--- config.mk ---
export PLATFORM = sky130hd
export DESIGN_NAME = gate_tt_sweeper
export DESIGN_NICKNAME = d
export VERILOG_FILES = /design/src/rtl/gate_tt_sweeper.sv
export SDC_FILE = /design/constraint.sdc
export NUM_CORES = 1
export LEC_CHECK = 0
export ABC_AREA = 1
export BUFFER_PORTS_ARGS = -buffer_cell sky130_fd_sc_hd__clkbuf_2
export CAP_MARGIN = 20
export CORE_ASPECT_RATIO = 0.9
export CORE_MARGIN = 2
export CORE_UTILIZATION = 50
export CTS_CLUSTER_SIZE = 12
export DETAILED_ROUTE_END_ITERATION = 8
export GPL_TIMING_DRIVEN = 0
export HOLD_SLACK_MARGIN = 0.03
export PLACE_DENSITY_LB_ADDON = 0.05
export SLEW_MARGIN = 20
export SYNTH_ARGS = -nofsm -noshare
export SYNTH_HDL_FRONTEND = slang
export SYNTH_SLANG_ARGS = --single-unit
--- constraint.sdc ---
create_clock -name clk -period 3.3 [get_ports clk]
set_clock_uncertainty 0.2 [all_clocks]
set_input_delay 0 -clock clk [delete_from_list [all_inputs] [get_ports clk]]
set_output_delay 0 -clock clk [all_outputs]
set_load 0.01 [all_outputs]
--- src/rtl/gate_tt_sweeper.sv ---
// gate_tt_sweeper: drives every input vector of a small combinational gate in
// ascending order, samples its output after a settle window, assembles the
// measured truth table and compares it against a latched expected table.
// Optional feature macro: GATE_TT_FIRST_FAIL_EN (adds fail_valid / fail_idx,
// the first vector whose sampled output disagrees with the expected table).
module gate_tt_sweeper #(
   parameter int N_IN       = 4,
   parameter int SETTLE_CYC = 2,
   localparam int TT_W      = 2**N_IN
) (
   input  logic            clk,
   input  logic            rst_n,
   input  logic            start,
   input  logic [TT_W-1:0] cfg_exp_tt,
   output logic [N_IN-1:0] gate_in,
   input  logic            gate_out,
   output logic            busy,
   output logic            done,
   output logic [TT_W-1:0] tt,
`ifdef GATE_TT_FIRST_FAIL_EN
   output logic            fail_valid,
   output logic [N_IN-1:0] fail_idx,
`endif
   output logic            match
);

   typedef enum logic [1:0] {
      ST_IDLE   = 2'd0,
      ST_DRIVE  = 2'd1,
      ST_SAMPLE = 2'd2,
      ST_DONE   = 2'd3
   } state_t;

   localparam logic [7:0]    SETTLE_LAST = 8'(SETTLE_CYC - 1);
   localparam logic [N_IN:0] IDX_LAST    = (N_IN+1)'(TT_W - 1);
   localparam logic [N_IN:0] IDX_ONE     = (N_IN+1)'(1);

   state_t          state_r, state_s;
   logic [N_IN:0]   idx_r, idx_s;
   logic [7:0]      settle_r, settle_s;
   logic [N_IN-1:0] gate_in_r, gate_in_s;
   logic [TT_W-1:0] exp_r, exp_s;
   logic [TT_W-1:0] tt_r, tt_s;
   logic            busy_r, busy_s;
   logic            done_r, done_s;
   logic            match_r, match_s;
   logic            fail_valid_r, fail_valid_s;
   logic [N_IN-1:0] fail_idx_r, fail_idx_s;

   // State register.
   always_ff @(posedge clk or negedge rst_n) begin
      if (!rst_n) begin
         state_r <= ST_IDLE;
      end else begin
         state_r <= state_s;
      end
   end

   // Next-state decode: settle window, sample, advance or finish.
   always_comb begin
      state_s = state_r;
      case (state_r)
         ST_IDLE: begin
            if (start) state_s = ST_DRIVE;
            else       state_s = ST_IDLE;
         end
         ST_DRIVE: begin
            if (settle_r == SETTLE_LAST) state_s = ST_SAMPLE;
            else                         state_s = ST_DRIVE;
         end
         ST_SAMPLE: begin
            if (idx_r == IDX_LAST) state_s = ST_DONE;
            else                   state_s = ST_DRIVE;
         end
         ST_DONE: state_s = ST_IDLE;
         default: state_s = ST_IDLE;
      endcase
   end

   // Datapath / output next values; everything lands in registers below.
   always_comb begin
      idx_s        = idx_r;
      settle_s     = settle_r;
      gate_in_s    = gate_in_r;
      exp_s        = exp_r;
      tt_s         = tt_r;
      match_s      = match_r;
      fail_valid_s = fail_valid_r;
      fail_idx_s   = fail_idx_r;
      busy_s       = (state_r != ST_IDLE);
      done_s       = (state_r == ST_DONE);
      case (state_r)
         ST_IDLE: begin
            gate_in_s = '0;
            if (start) begin
               exp_s        = cfg_exp_tt;
               tt_s         = '0;
               match_s      = 1'b0;
               idx_s        = '0;
               settle_s     = 8'd0;
               fail_valid_s = 1'b0;
               fail_idx_s   = '0;
            end else begin
               exp_s = exp_r;
            end
         end
         ST_DRIVE: begin
            if (settle_r == SETTLE_LAST) settle_s = settle_r;
            else                         settle_s = settle_r + 8'd1;
         end
         ST_SAMPLE: begin
            tt_s[idx_r[N_IN-1:0]] = gate_out;
            // Only the first disagreement is captured; later ones are ignored.
            if (!fail_valid_r && (gate_out != exp_r[idx_r[N_IN-1:0]])) begin
               fail_valid_s = 1'b1;
               fail_idx_s   = idx_r[N_IN-1:0];
            end else begin
               fail_valid_s = fail_valid_r;
            end
            if (idx_r != IDX_LAST) begin
               idx_s     = idx_r + IDX_ONE;
               settle_s  = 8'd0;
               gate_in_s = idx_s[N_IN-1:0];
            end else begin
               idx_s = idx_r;
            end
         end
         ST_DONE: begin
            // tt_r already holds the bit written in the final SAMPLE cycle.
            match_s   = (tt_r == exp_r);
            gate_in_s = '0;
         end
         default: begin
            gate_in_s = '0;
         end
      endcase
   end

   // Datapath and output registers.
   always_ff @(posedge clk or negedge rst_n) begin
      if (!rst_n) begin
         idx_r        <= '0;
         settle_r     <= 8'd0;
         gate_in_r    <= '0;
         exp_r        <= '0;
         tt_r         <= '0;
         busy_r       <= 1'b0;
         done_r       <= 1'b0;
         match_r      <= 1'b0;
         fail_valid_r <= 1'b0;
         fail_idx_r   <= '0;
      end else begin
         idx_r        <= idx_s;
         settle_r     <= settle_s;
         gate_in_r    <= gate_in_s;
         exp_r        <= exp_s;
         tt_r         <= tt_s;
         busy_r       <= busy_s;
         done_r       <= done_s;
         match_r      <= match_s;
         fail_valid_r <= fail_valid_s;
         fail_idx_r   <= fail_idx_s;
      end
   end

   assign gate_in = gate_in_r;
   assign busy    = busy_r;
   assign done    = done_r;
   assign tt      = tt_r;
   assign match   = match_r;
`ifdef GATE_TT_FIRST_FAIL_EN
   assign fail_valid = fail_valid_r;
   assign fail_idx   = fail_idx_r;
`else
   logic unused_fail_s;
   assign unused_fail_s = fail_valid_r ^ (^fail_idx_r);
`endif

endmodule

==> results.md <==
Routing:
- The vias after detailed routing is 2428.
- The total iterations of the first detailed-routing run is 4.
- The average via count per standard cell is 4.97.
- The wire length reported by the detailed router is 6.57 mm.
- After detailed routing, the average wire length per cell comes to 13.4 um.
- Once detail routing completed, the nets flagged for antenna violations numbered 0.
- The count of unresolved DRC violations after routing is 0.
- The detailed router finished its first iteration with 100 violations.

Setup path:
- The category of the critical setup timing path is reg2reg.
- The most critical setup path has its endpoint at tt[15]$_DFFE_PN0P_.
- The worst register-to-register path begins at state_r[0]$_DFF_PN0_.
- Measured in cells, the most critical reg-to-reg path has a length of 7.
- The most critical setup path has its startpoint at state_r[0]$_DFF_PN0_.
- On the worst path, the slowest cell contributes a delay of 0.56 ns.
- The worst setup path is captured at a flop.
- In this run the register-to-register setup slack is 1.02 ns.
- The maximum fanout count along the critical path is 10.
- The signal on the critical path passes through inv_1 > ha_1 > buf_2 > buf_4 > nand2_1 > a31oi_1 > dlygate4sd3_1.
- Data on the critical path is required at its endpoint by 3.36 ns.
- The endpoint of the most critical register-to-register path is tt[15]$_DFFE_PN0P_.
- The slowest stage cell on the critical path is sky130_fd_sc_hd__dlygate4sd3_1.
- The sort of element at the start of the critical path is a flop.
- At the worst endpoint, the arrival time is 2.34 ns.

Finish:
- In the final layout, the multi-input gates occupy 1230 um^2.
- The ratio of cells with drive above 1 in the final layout is 0.200.
- The repair_antennas step left the layout with diodes totalling 0.
- The register area is 1350 um^2.
- The layout has 522 filler cells.
- Relative to the synthesized area, the layout overhead comes to 22.0%.
- The net count of the finished layout is 450.

Power and ir drop:
- Cell internal power was estimated by the tool at 881 uW.
- For this design the total switching power over the nets is 303 uW.
- The switching portion of total power is 0.256.
- Of the total power, combinational logic draws 0.112.
- In this run the power density over the cells is 336 nW/um^2.
- The share of total power dissipated in the clock network is 0.311.
- The static leakage is 1.82 nW.
- The worst-case IR drop observed on VDD is 0.244 mV.
- Of the total power, registers draw 0.576.

Synth:
- The cell area that synthesis handed to floorplanning was 2880 um^2.
- The cell count after synthesis is 345.
- The flip-flop and latch count after synthesis is 54.
- The Yosys warning count is 0.
- Of the synthesized area, sequential elements account for 0.469.
- The area fraction of the dominant cell type after synthesis is 0.469.
- The biggest area contributor in the post-synthesis netlist is sky130_fd_sc_hd__dfrtp_1.
- By area the synthesized netlist is led by sky130_fd_sc_hd__dfrtp_1, sky130_fd_sc_hd__nand2_1, sky130_fd_sc_hd__inv_1.
- The post-synthesis net count is 376.
- The mean area per synthesized cell is 8.36 um^2.
- In this run, distinct cell masters in the synthesized netlist total 29.

STA:
- The number of hold violations in the final report is 0.
- At the pin with the least slew margin, the transition time is 0.520 ns.
- The maximum frequency from static timing analysis is 439 MHz.
- The max-slew violation count is 0.
- The post-route clock period utilization is 0.691.
- Setup repair after global routing left no endpoint under its margin.
- The setup total negative slack is 0 ns.
- Final hold analysis gives a worst-case slack of 0.246 ns.
- The minimum clock period is 2.28 ns.
- Setup slack closes at 1.02 ns.
- Setup violations remaining at the end of the flow were counted as 0.
- The worst pin sits at a relative slew slack of 0.653.

Clock tree:
- After clock tree synthesis, the clock-pin slew on the worst setup and hold paths is 0.10 ns.
- TritonCTS built the clock tree.
- The clock root buffer is sky130_fd_sc_hd__clkbuf_8.
- The H-tree depth is 2.
- The number of clock buffers added by TritonCTS is 5.
- At the later pin of the worst-skew pair, clock insertion delay measures 0.32 ns.
- The sink count of the clock tree is 54.
- No sink is reached through more buffers than the 2 on the longest clock path.
- The post-CTS setup buffer count is 0.

Placed design:
- At the placement stage, the worst setup path has a slack of 1.11 ns.
- Once detailed placement completed, the half-perimeter wirelength came to 4.70 mm.
- In this run the tool buffered the top-level ports with 42 buffer cells.
- The final weighted congestion in routability-driven placement is 0.785.

Floorplan:
- The area of the core is 5630 um^2.
- The count of boundary I/O pins is 43.
- The die outline width is 84.1 um.
- The area of the die is 6390 um^2.
- The die is 76.1 um tall.
- Row generation in the floorplan step produced 26 rows.
- For this configuration, the core starts out at a cell density of 0.512.

Min path:
- The path type of the worst min-delay path is in2reg.
- The start point of the worst hold path is cfg_exp_tt[8].

Job:
- The max-capacitance violation count is 0.

Status:
- The run finished with clean final reports.

Global routing:
- The total overflow left after global routing is 0.
- The number of global-route vias before repair is 2344.
- Entering global routing, the biggest net connects 33 pins.
- The initial antenna violation count was 0.
- The first-pass GRT wire length is 11.1 mm.
- The total routing resource utilization after global routing is 0.217.
## worst min path at each step
| stage | endpoint | slack, ns | cells past startpoint |
|---|---|---|---|
| after floorplan | busy$_DFF_PN0_ | -0.50 | 0 |
| after global placement | exp_r[14]$_DFFE_PN0P_ | 0.03 | 2 |
| after detailed placement | exp_r[1]$_DFFE_PN0P_ | -0.25 | 1 |
| after CTS | exp_r[6]$_DFFE_PN0P_ | 0.24 | 3 |
| after global routing | exp_r[2]$_DFFE_PN0P_ | 0.25 | 3 |
| final | exp_r[8]$_DFFE_PN0P_ | 0.25 | 3 |
## cells in the mapped netlist, drive strengths merged
| cell type | count |
|---|---|
| nor3 | 1 |
| or2 | 2 |
| inv | 56 |
| nor3b | 1 |
| a31oi | 1 |
| o21ai | 14 |
| nand3 | 20 |
| nand2 | 83 |
| buf | 10 |
| o211ai | 1 |
| nand4 | 3 |
| nor2 | 28 |
| o22ai | 20 |
| xor2 | 5 |
| ha | 11 |
| mux2 | 5 |
| o31ai | 3 |
| a21oi | 26 |
| dfrtp | 54 |
| xnor2 | 1 |
## state kept, by name, indices dropped and copies added, names as in the netlist
register,flops
busy,1
tt,16
match,1
done,1
settle_r,8
state_r,2
idx_r,5
exp_r,16
gate_in,4
## cells by family after synthesis
group,synth area share
xor+xnor,0.0182
simple gates,0.202
fa+ha+maj,0.0477
compound gates,0.141
mux,0.0195
buf+inv,0.103
flops,0.469
## cell type report
type,instances,area share
plain buffers,10,0.0235
clock buffers,5,0.0196
clock inverters,2,0.00284
inverters,56,0.0612
multi-input cells,225,0.351
flip-flops and latches,54,0.384
well taps,70,0.0249
repair buffers,67,0.133
## layout by cell type, fill, tap and decap left out, types with 4 or more instances in the layout
master                          instances
sky130_fd_sc_hd__clkbuf_8               5
sky130_fd_sc_hd__a21oi_2                9
sky130_fd_sc_hd__mux2_2                 5
sky130_fd_sc_hd__o22ai_1               20
sky130_fd_sc_hd__nand2_1               81
sky130_fd_sc_hd__a21oi_1               17
sky130_fd_sc_hd__buf_6                  4
sky130_fd_sc_hd__dfrtp_1               54
sky130_fd_sc_hd__o21ai_0               12
sky130_fd_sc_hd__ha_1                  11
sky130_fd_sc_hd__xor2_1                 5
sky130_fd_sc_hd__buf_2                  4
sky130_fd_sc_hd__dlygate4sd3_1         23
sky130_fd_sc_hd__nor2_1                27
sky130_fd_sc_hd__inv_1                 53
sky130_fd_sc_hd__nand3_1               20
sky130_fd_sc_hd__clkbuf_2              41
## metal layers
| layer | global-route usage | share of wire | wire length, um | vias up |
|---|---|---|---|---|
| met4 | 0.0774 | 0.015 | 98 | 0 |
| met1 | 0.315 | 0.50 | 3260 | 1119 |
| met5 | 0 | 0 | 0 | - |
| met3 | 0.0358 | 0.046 | 304 | 8 |
| met2 | 0.331 | 0.44 | 2910 | 51 |
| li1 | - | - | - | 1250 |
## power by group through the flow
stage,Combinational [mW],Clock [mW],Sequential (mW)
after floorplan,0.0562,0,0.698
after global placement,0.107,0,0.695
after detailed placement,0.112,0,0.695
after CTS,0.135,0.373,0.682
after global routing,0.149,0.389,0.684
final,0.133,0.368,0.682
## critical path, delay by kind of cell, from the launching register on
family                   cells  cell delay [ns]
buffers and inverters        4             1.16
flip-flops                   1             0.41
adder cells (fa/ha/maj)      1             0.22
AO/OA/AOI/OAI                1             0.15
AND/OR/NAND/NOR              1             0.08
## metrics by stage
step / area, um^2 / power (mW) / instances / utilization
detailed placement: 3200 / 0.808 / 458 / 0.569
floorplan: 2880 / 0.755 / 345 / -
global placement: 3180 / 0.803 / 457 / 0.565
finish: 3520 / 1.18 / 489 / 0.625
CTS: 3520 / 1.19 / 489 / 0.626
global route: 3520 / 1.22 / 489 / 0.625
## what timing repair did
item | CTS | global route
hold buffers | 24 | 0
gates resized for setup | 0 | 0
endpoints found under the hold margin | 76 | 0
(Power assumes the default switching activity.)
